**config.mk**
```make
export PLATFORM = sky130hd
export DESIGN_NAME = reg_file_sb
export DESIGN_NICKNAME = d
export VERILOG_FILES = /design/src/rtl/reg_file_pkg.sv /design/src/rtl/rf_scoreboard.sv /design/src/rtl/reg_file_sb.sv
export SDC_FILE = /design/constraint.sdc
export NUM_CORES = 1
export LEC_CHECK = 0
export ABC_AREA = 1
export CAP_MARGIN = 20
export CORE_MARGIN = 1
export CORE_UTILIZATION = 45
export DETAILED_ROUTE_END_ITERATION = 16
export HOLD_SLACK_MARGIN = 0.05
export SLEW_MARGIN = 20
export SYNTH_ARGS = -nofsm -noshare
export SYNTH_HDL_FRONTEND = slang
export SYNTH_SLANG_ARGS = --single-unit
```
**constraint.sdc**
```tcl
create_clock -name clk_i -period 2.45 [get_ports clk_i]
set_clock_uncertainty 0.15 [all_clocks]
set_input_delay 0.245 -clock clk_i [delete_from_list [all_inputs] [get_ports clk_i]]
set_output_delay 0.245 -clock clk_i [all_outputs]
set_load 0.03 [all_outputs]
```
**src/rtl/reg_file_pkg.sv**
```systemverilog
// Shared types and helpers for the scoreboarded register file.
// The byte merge is written at a fixed maximum width; callers zero-extend and truncate.
package reg_file_pkg;

  typedef enum logic {SCRUB, READY} rf_state_e;

  localparam int RF_MAX_W  = 256;
  localparam int RF_MAX_BE = RF_MAX_W / 8;

  function automatic logic [RF_MAX_W-1:0] byte_merge(
    input logic [RF_MAX_W-1:0]  old_v,
    input logic [RF_MAX_W-1:0]  new_v,
    input logic [RF_MAX_BE-1:0] be
  );
    logic [RF_MAX_W-1:0] merged;
    merged = old_v;
    for (int b = 0; b < RF_MAX_BE; b++) begin
      if (be[b]) merged[b*8 +: 8] = new_v[b*8 +: 8];
    end
    return merged;
  endfunction

endpackage

```
**src/rtl/rf_scoreboard.sv**
```systemverilog
// Per-register busy flags: set/clear take effect at the edge, lookups are combinational.
// No backpressure; flush wins over set, set wins over clear to the same entry.
module rf_scoreboard #(
  parameter int NUM_REGS = 8,
  parameter int ADDR_W   = $clog2(NUM_REGS)
) (
  input  logic              clk_i,
  input  logic              rst_ni,
  input  logic              flush_i,
  input  logic              set_i,
  input  logic [ADDR_W-1:0] set_addr_i,
  input  logic              clr_i,
  input  logic [ADDR_W-1:0] clr_addr_i,
  input  logic [ADDR_W-1:0] lk1_addr_i,
  input  logic [ADDR_W-1:0] lk2_addr_i,
  output logic              lk1_busy_o,
  output logic              lk2_busy_o
);

  logic [NUM_REGS-1:0] busy_q;
  logic [NUM_REGS-1:0] busy_d;

  always_comb begin
    busy_d = busy_q;
    if (clr_i)   busy_d[clr_addr_i] = 1'b0;
    if (set_i)   busy_d[set_addr_i] = 1'b1;
    if (flush_i) busy_d = '0;
  end

  always_ff @(posedge clk_i or negedge rst_ni) begin
    if (!rst_ni) busy_q <= '0;
    else         busy_q <= busy_d;
  end

  assign lk1_busy_o = (32'(lk1_addr_i) < 32'(NUM_REGS)) ? busy_q[lk1_addr_i] : 1'b0;
  assign lk2_busy_o = (32'(lk2_addr_i) < 32'(NUM_REGS)) ? busy_q[lk2_addr_i] : 1'b0;

endmodule

```
**src/rtl/reg_file_sb.sv**
```systemverilog
// Register file with 2 combinational read ports, 1 byte-enabled write port and busy scoreboard.
// Writes land at the edge (optionally forwarded same cycle); ready_o low while the scrub FSM zeroes the array.
module reg_file_sb
  import reg_file_pkg::*;
#(
  parameter int DATA_W   = 8,
  parameter int NUM_REGS = 8,
  parameter int ADDR_W   = $clog2(NUM_REGS),
  parameter int ZERO_REG = 0,
  parameter int BYPASS   = 1
) (
  input  logic                 clk_i,
  input  logic                 rst_ni,
  input  logic                 clear_i,
  output logic                 ready_o,
  input  logic                 rd_wren_i,
  input  logic [ADDR_W-1:0]    rd_addr_i,
  input  logic [DATA_W/8-1:0]  rd_be_i,
  input  logic [DATA_W-1:0]    rd_data_i,
  input  logic                 sb_set_i,
  input  logic [ADDR_W-1:0]    sb_addr_i,
  input  logic [ADDR_W-1:0]    rs1_addr_i,
  input  logic [ADDR_W-1:0]    rs2_addr_i,
  output logic [DATA_W-1:0]    rs1_data_o,
  output logic [DATA_W-1:0]    rs2_data_o,
  output logic                 rs1_busy_o,
  output logic                 rs2_busy_o
);

  localparam logic [ADDR_W-1:0] LAST_PTR = ADDR_W'(NUM_REGS - 1);

  rf_state_e         state_q;
  logic [ADDR_W-1:0] ptr_q;
  logic [DATA_W-1:0] regs_q [NUM_REGS];

  logic              ready;
  logic              wr_ok;
  logic              sb_ok;
  logic              flush;
  logic [DATA_W-1:0] wr_merged;
  logic [ADDR_W-1:0] rs_addr [2];
  logic              rs_ok   [2];
  logic              lk_busy [2];
  logic [DATA_W-1:0] rs_data [2];
  logic              rs_busy [2];

  // Addresses past the array end and the hardwired zero register never hold state.
  function automatic logic addr_ok(input logic [ADDR_W-1:0] a);
    return (32'(a) < 32'(NUM_REGS)) && !((ZERO_REG != 0) && (a == '0));
  endfunction

  assign ready   = (state_q == READY);
  assign ready_o = ready;

  assign wr_ok = ready && !clear_i && rd_wren_i && addr_ok(rd_addr_i);
  assign sb_ok = ready && !clear_i && sb_set_i  && addr_ok(sb_addr_i);
  assign flush = ready && clear_i;

  assign wr_merged = DATA_W'(byte_merge(RF_MAX_W'(regs_q[rd_addr_i]),
                                        RF_MAX_W'(rd_data_i),
                                        RF_MAX_BE'(rd_be_i)));

  always_ff @(posedge clk_i or negedge rst_ni) begin
    if (!rst_ni) begin
      state_q <= SCRUB;
      ptr_q   <= '0;
    end else begin
      case (state_q)
        SCRUB: begin
          if (ptr_q == LAST_PTR) begin
            state_q <= READY;
            ptr_q   <= '0;
          end else begin
            ptr_q <= ptr_q + 1'b1;
          end
        end
        READY: begin
          if (clear_i) begin
            state_q <= SCRUB;
            ptr_q   <= '0;
          end
        end
        default: begin
          state_q <= SCRUB;
          ptr_q   <= '0;
        end
      endcase
    end
  end

  // The array carries no reset; the scrub walk is what zeroes it.
  always_ff @(posedge clk_i) begin
    if (!ready)     regs_q[ptr_q]     <= '0;
    else if (wr_ok) regs_q[rd_addr_i] <= wr_merged;
  end

  rf_scoreboard #(
    .NUM_REGS (NUM_REGS),
    .ADDR_W   (ADDR_W)
  ) u_sb (
    .clk_i      (clk_i),
    .rst_ni     (rst_ni),
    .flush_i    (flush),
    .set_i      (sb_ok),
    .set_addr_i (sb_addr_i),
    .clr_i      (wr_ok),
    .clr_addr_i (rd_addr_i),
    .lk1_addr_i (rs1_addr_i),
    .lk2_addr_i (rs2_addr_i),
    .lk1_busy_o (lk_busy[0]),
    .lk2_busy_o (lk_busy[1])
  );

  assign rs_addr[0] = rs1_addr_i;
  assign rs_addr[1] = rs2_addr_i;
  assign rs_ok[0]   = addr_ok(rs1_addr_i);
  assign rs_ok[1]   = addr_ok(rs2_addr_i);

  // A forwarded write also reports the post-edge busy state of that register.
  always_comb begin
    for (int p = 0; p < 2; p++) begin
      rs_data[p] = '0;
      rs_busy[p] = 1'b0;
      if (ready && rs_ok[p]) begin
        rs_data[p] = regs_q[rs_addr[p]];
        rs_busy[p] = lk_busy[p];
        if ((BYPASS != 0) && wr_ok && (rd_addr_i == rs_addr[p])) begin
          rs_data[p] = wr_merged;
          rs_busy[p] = sb_ok && (sb_addr_i == rs_addr[p]);
        end
      end
    end
  end

  assign rs1_data_o = rs_data[0];
  assign rs2_data_o = rs_data[1];
  assign rs1_busy_o = rs_busy[0];
  assign rs2_busy_o = rs_busy[1];

endmodule

```
**Yosys cells after proc, flatten, opt, wreduce, memory -nomap -nowiden**

Memories as Yosys holds them, arrays and structs flattened.
Index checks and enable logic that the tools add are counted.

- Logic and storage cells: 66
- Latch bits: 0
- Bits in writable memories: 64
- Memories kept: 1
- Memory bits (read-only): 0
- Input port bits: 26
- Output and inout bits: 19
- Flip-flop bits (word level): 12

- Reduce and logical (&&, ||, !) cells: 12
- Multiplexer cells: 33
- Div/mod/pow operators: 0
- Eq/ne operators: 6
- $mul: 0
- Bitwise logic cells: 4
- Shift operators: 0
- Magnitude comparators: 6
- Add/subtract/negate cells: 1

Memory list:

| memory | words | width | rd ports | clocked after Yosys merged registers in | wr ports | RTL line | text |
|---|---|---|---|---|---|---|---|
| regs_q | 8 | 8 | 3 | 0 | 1 | reg_file_sb.sv:34 | `logic [DATA_W-1:0] regs_q [NUM_REGS];` |

Operators with widths:

| kind | count |
|---|---|
| $mux W8 | 9 |
| $lt A3 B4 Y1 const B | 4 |
| $mux W1 | 15 |
| $eq A3 B3 Y1 | 4 |
| $logic_and A1 B1 Y1 | 10 |
| $mux W3 | 3 |
| $and A8 B8 Y8 | 1 |
| $not A8 Y8 | 1 |
| $or A8 B8 Y8 | 1 |
| $reduce_or A8 Y1 | 1 |
| $bmux W1 S3 | 2 |
| $demux W1 S3 | 2 |
| $ge A3 B1 Y1 const B | 2 |
| $pmux W3 S2 | 1 |
| $add A3 B1 Y3 const B | 1 |
| $eq A3 B3 Y1 const B | 1 |
| $ne A2 B2 Y1 const B | 1 |
| $pmux W1 S2 | 1 |
| $logic_not A1 Y1 | 1 |
| $not A1 Y1 | 1 |

**Longest topological paths before layout**

- Depth after elaboration: 10
- Depth in mapped cells: 10
- Gate-level depth less buffers: 9

**By module**

Synthesis repeated with hierarchy kept, for this count alone.

- Cell total of the unflattened synthesis: 815
- Area, all modules: 5445.2 µm²

By module, submodules not included:

| module | cells an instance | times used | area an instance (µm²) |
|---|---|---|---|
| reg_file_sb | 713 | 1 | 4840.9 |
| rf_scoreboard | 102 | 1 | 604.3 |

**Worst setup path after synthesis**

OpenSTA, ideal clock, no wires.

- Kind: register -> register
- Start: register state_q (netlist: ready_o)
- End: memory regs_q[7][0], enable pin
- Required time: 1930 ps
- Setup slack: 288 ps
- Arrival: 1642 ps
- Stages on the path, launching flop included: 10
- Path through: dfrtp_1 inv_2 nor2_4 nand2_2 buf_6 nor2_4 inv_2 o21ai_1 nand2_1 nor2_1

- Word-level cells in the longest chain between the ends: 7
- Elaborated cells between the ends (all ways): 9
- Those cells by class: mux: 6; reduce/logical: 3

Ends and longest elaborated chain:

| element | RTL line | text |
|---|---|---|
| from (decl) | reg_file_sb.sv:32 | `rf_state_e state_q;` |
| from (signal assigned) | reg_file_sb.sv:65 | `state_q <= SCRUB;` |
| from (signal assigned) | reg_file_sb.sv:71 | `state_q <= READY;` |
| from (signal assigned) | reg_file_sb.sv:79 | `state_q <= SCRUB;` |
| $logic_and A1 B1 Y1 (2 in a row) | reg_file_sb.sv:55 | `assign wr_ok = ready && !clear_i && rd_wren_i && addr_ok(rd_addr_i);` |
| $mux W1 | reg_file_sb.sv:94 | `else if (wr_ok) regs_q[rd_addr_i] <= wr_merged;` |
| $mux W1 | reg_file_sb.sv:93 | `if (!ready) regs_q[ptr_q] <= '0;` |
| $mux W1 (implied by the code) | reg_file_sb.sv:94 |  |
| $reduce_or A8 Y1 (no line) | n/a |  |
| $mux W3 (no line) or $mux W1 (tied branches) | n/a |  |
| to (decl) | reg_file_sb.sv:34 |  |

Parallel ways exist; a longest one is shown, timed or not.

**Final worst setup path**

- Start: input port rd_addr_i[2]
- End: output port rs2_data_o[6]

- Word-level cells in the longest chain between the ends: 4
- Elaborated cells between the ends (all ways): 6
- Those cells by class: eq/ne: 1; mux: 3; reduce/logical: 1; memory: 1

Ends and longest elaborated chain:

| element | RTL line | text |
|---|---|---|
| from (decl) | reg_file_sb.sv:17 | `input logic [ADDR_W-1:0] rd_addr_i,` |
| $mem_v2 Z8 W8 or $eq A3 B3 Y1 (tied branches) | n/a |  |
| $mux W8 or $logic_and A1 B1 Y1 (tied branches) | reg_file_pkg.sv:18, reg_file_sb.sv:127 |  |
| $mux W8 * | reg_file_sb.sv:127 | `if ((BYPASS != 0) && wr_ok && (rd_addr_i == rs_addr[p])) begin` |
| $mux W8 * | reg_file_sb.sv:124 | `if (ready && rs_ok[p]) begin` |
| to (decl) | reg_file_sb.sv:25 | `output logic [DATA_W-1:0] rs2_data_o,` |

Mark *: on every way between the ends. The rest lies on a longest branch, timed or not.

==> run_results.csv <==
group,metric,value,unit
detailed_routing,via_per_inst,5.66,
worst_setup_path,critPathLaunchType,"input pin",
timing,period_share,97.5,%
timing,period_needed,2.39,ns
yosys,seq_area_frac_synth,42.2,%
pwr,p_per_area,806,mW/mm²
worst_setup_path,end_kind,"output port",
detailed_routing,vias,5515,
yosys,synth_nets,779,
placement,hpwl,12700,µm
cts,post-cts-setup-buffer-count,0,
grt,use_met3,6.06,%
die,die_y,110,µm
grt,grt_pass1_wl,27800,µm
detailed_routing,ant_nets,0,
die,io_pins,45,
worst_setup_path,required,2.06,ns
placement,place.gp.congestion,0.911,
timing,totalNegativeSetupSlack,0,ns
cts,cts.sinks,76,
cts,clk_pin_slew,0.06,ns
placement,place_inst,958,
pwr,power.total,5.19,mW
worst_setup_path,crit_family,"buffers and inverters",
timing,worstMarginPinSlew,0.641,ns
yosys,ys_types,29,
grt,grt_pass1_vias,5164,
layout,syn2layout_area_growth,22.4,%
placement,port_buffers,44,
yosys,synth_cells,751,
die,die_w,110,µm
pwr,irDropWorstVdd,0.525,mV
layout,n_antenna_cell,0,
layout,filler_cell_count,1129,
timing,finalHoldViolations,0,
worst_setup_path,worstPathCellList,"clkdlybuf4s50_1, buf_4, nor2_4, buf_6, nand3_1, nand3_1, o21bai_2, a21oi_2, buf_4",
timing,setup_viol,0,
yosys,synth_top_area_share,36.5,%
worst_setup_path,cp_max_fo,6,
worst_setup_path,critical-path-slowest-cell,"clkdlybuf4s50_1",
cts,root_buffer,"clkbuf_16",
cts,cts-htree-levels,3,
layout,nNetsFinal,854,
grt,grt_use_total,31.7,%
worst_setup_path,critical_path_class,"in -> out",
yosys,synth_seq_cells,76,
yosys,yosysWarningCount,0,
grt,antenna_found_initial,0,
cts,tritoncts,"done",
cts,clock_path_buffers,2,
layout,finalNonFillerCells,974,
die,start_util,46.1,%
worst_setup_path,cpPeakStageDelay,0.50,ns
timing,slew_violations,0,
layout,drive_gt1_share,15.9,%
timing,relSlewSlack,57.1,%
die,die-area,0.0121,mm²
die,coreArea,0.0114,mm²
cts,cts_made_buffers,9,
grt,busiest_layer,"met2",
grt,gr-total-overflow,0,
cts,clock_latency,0.34,ns
grt,grt_max_degree,32,
placement,place_ws,-0.0457,ns
yosys,synth_top_area_cell,"edfxtp_1",
die,num_rows,39,
grt,grtUsageMet2,49.7,%
detailed_routing,drt-initial-drc-count,604,
detailed_routing,wl_per_cell,18.8,µm
run,max_cap_viol_count,0,
grt,grtUsageMet1,41.8,%
detailed_routing,wl,18300,µm
hold_path,min_path_type,"in -> async",
timing,fmax,0.418,GHz
detailed_routing,drc_errors,0,
pwr,p_leak,3.03,nW
yosys,avgSynthCellArea,7.01,µm²
timing,setup_ws,0.0601,ns
yosys,netlist_top_cells_area,"edfxtp_1 (37%), nand2_1 (20%), nand3_1 (14%)",
detailed_routing,firstDrtPassIters,6,
run_status,outcome,"finished clean",
worst_setup_path,crit_buf_inv,4,
yosys,syn_area,0.00526,mm²
timing,whs,0.108,ns
worst_setup_path,cp.arrival,1.99,ns
## layout make-up
type	count	area, µm²	area share [%]
well taps	143	179	2.78
inverters	75	289	4.49
repair buffers	105	922	14.3
clock inverters	4	23.8	0.369
clock buffers	12	258	4.00
multi-input cells	559	2550	39.5
flip-flops and latches	76	2220	34.5
## flip-flops by register name (all words and copies together), names as in the netlist
name and cells:
ptr_q 3, u_sb.busy_q 8, ready_o 1, regs_q 64
## where the power goes
part           leakage [nW]  internal (mW)  total (mW)  switching (mW)
clock network         0.141          0.744        1.27           0.524
logic                  2.13          0.665        1.89            1.23
registers             0.762           1.80        2.03           0.231
## metal layers
| layer | share of wire (%) | wire, µm |
|---|---|---|
| met1 | 41 | 7540 |
| met5 | 0 | 0 |
| met3 | 9.4 | 1720 |
| met4 | 3.9 | 711 |
| met2 | 45 | 8310 |
## metrics by stage
stage	instance area (µm²)	util (%)
floorplan	5260	-
global placement	6110	53.5
detailed placement	6110	53.5
CTS	6400	56.1
global route	6440	56.4
finish	6440	56.4
## cells in the final DEF (no fill, tap or decap), types with 5 or more instances in the layout
cell type and n:
clkbuf_16 10, nand2_1 286, nand4_1 6, edfxtp_1 64, inv_2 10, inv_1 61, dfrtp_1 12, nor2_1 39
buf_4 73, clkdlybuf4s50_1 25, or2_2 7, buf_12 5, xnor2_1 6, nand3_1 144, nor2_4 5, a21oi_1 28
o21ai_0 12
## final timing paths
check,depth (start not counted),slack [ns],start,to
worst max-delay path,9,0.06,rd_addr_i[2],rs2_data_o[6]
min in group clk_i,4,0.41,rd_addr_i[0],u_sb.busy_q[6]$_DFF_PN0_
worst max register to register,10,0.31,ready_o$_DFF_PN0_,regs_q[6][1]$_DFFE_PP_
worst min-delay path,1,0.11,rst_ni,u_sb.busy_q[1]$_DFF_PN0_
worst min register to register,2,0.42,u_sb.busy_q[5]$_DFF_PN0_,u_sb.busy_q[5]$_DFF_PN0_
max in group asynchronous,1,1.67,rst_ni,u_sb.busy_q[7]$_DFF_PN0_
## cell families (layout without fill, tap and decap cells)
logic type | Yosys count | after routing | share of synthesized area, %
AO/OA/AOI/OAI | 54 | 54 | 5.76
buffers and inverters | 116 | 196 | 9.99
AND/OR/NAND/NOR | 497 | 497 | 40.5
adder cells (fa/ha/maj) | 2 | 2 | 0.476
XOR/XNOR | 6 | 6 | 0.999
flip-flops | 76 | 76 | 42.2
## synthesized netlist by cell type
master and number:
o211ai_1 1, xnor2_1 6, edfxtp_1 64, nor2_1 41, nand3_1 144, o21ai_1 2
nand4_1 6, o31ai_1 1, clkbuf_1 6, or2_2 7, a21oi_1 32, inv_1 61
nand2_1 286, nand2_2 3, inv_2 13, dfrtp_1 12, buf_6 5, nor3_1 2
nor2_4 5, buf_4 7, o21bai_1 2, clkinv_1 1, o21ai_0 12, or2_0 3
buf_1 2, o21ai_2 1, ha_1 2, buf_2 21, o21bai_2 3
## what timing repair did
action	4_1_cts	5_1_grt
pin swaps	0	0
setup endpoints to repair	2	17
hold buffers	0	0
resized for setup	2	13
(Power assumes the default switching activity.)
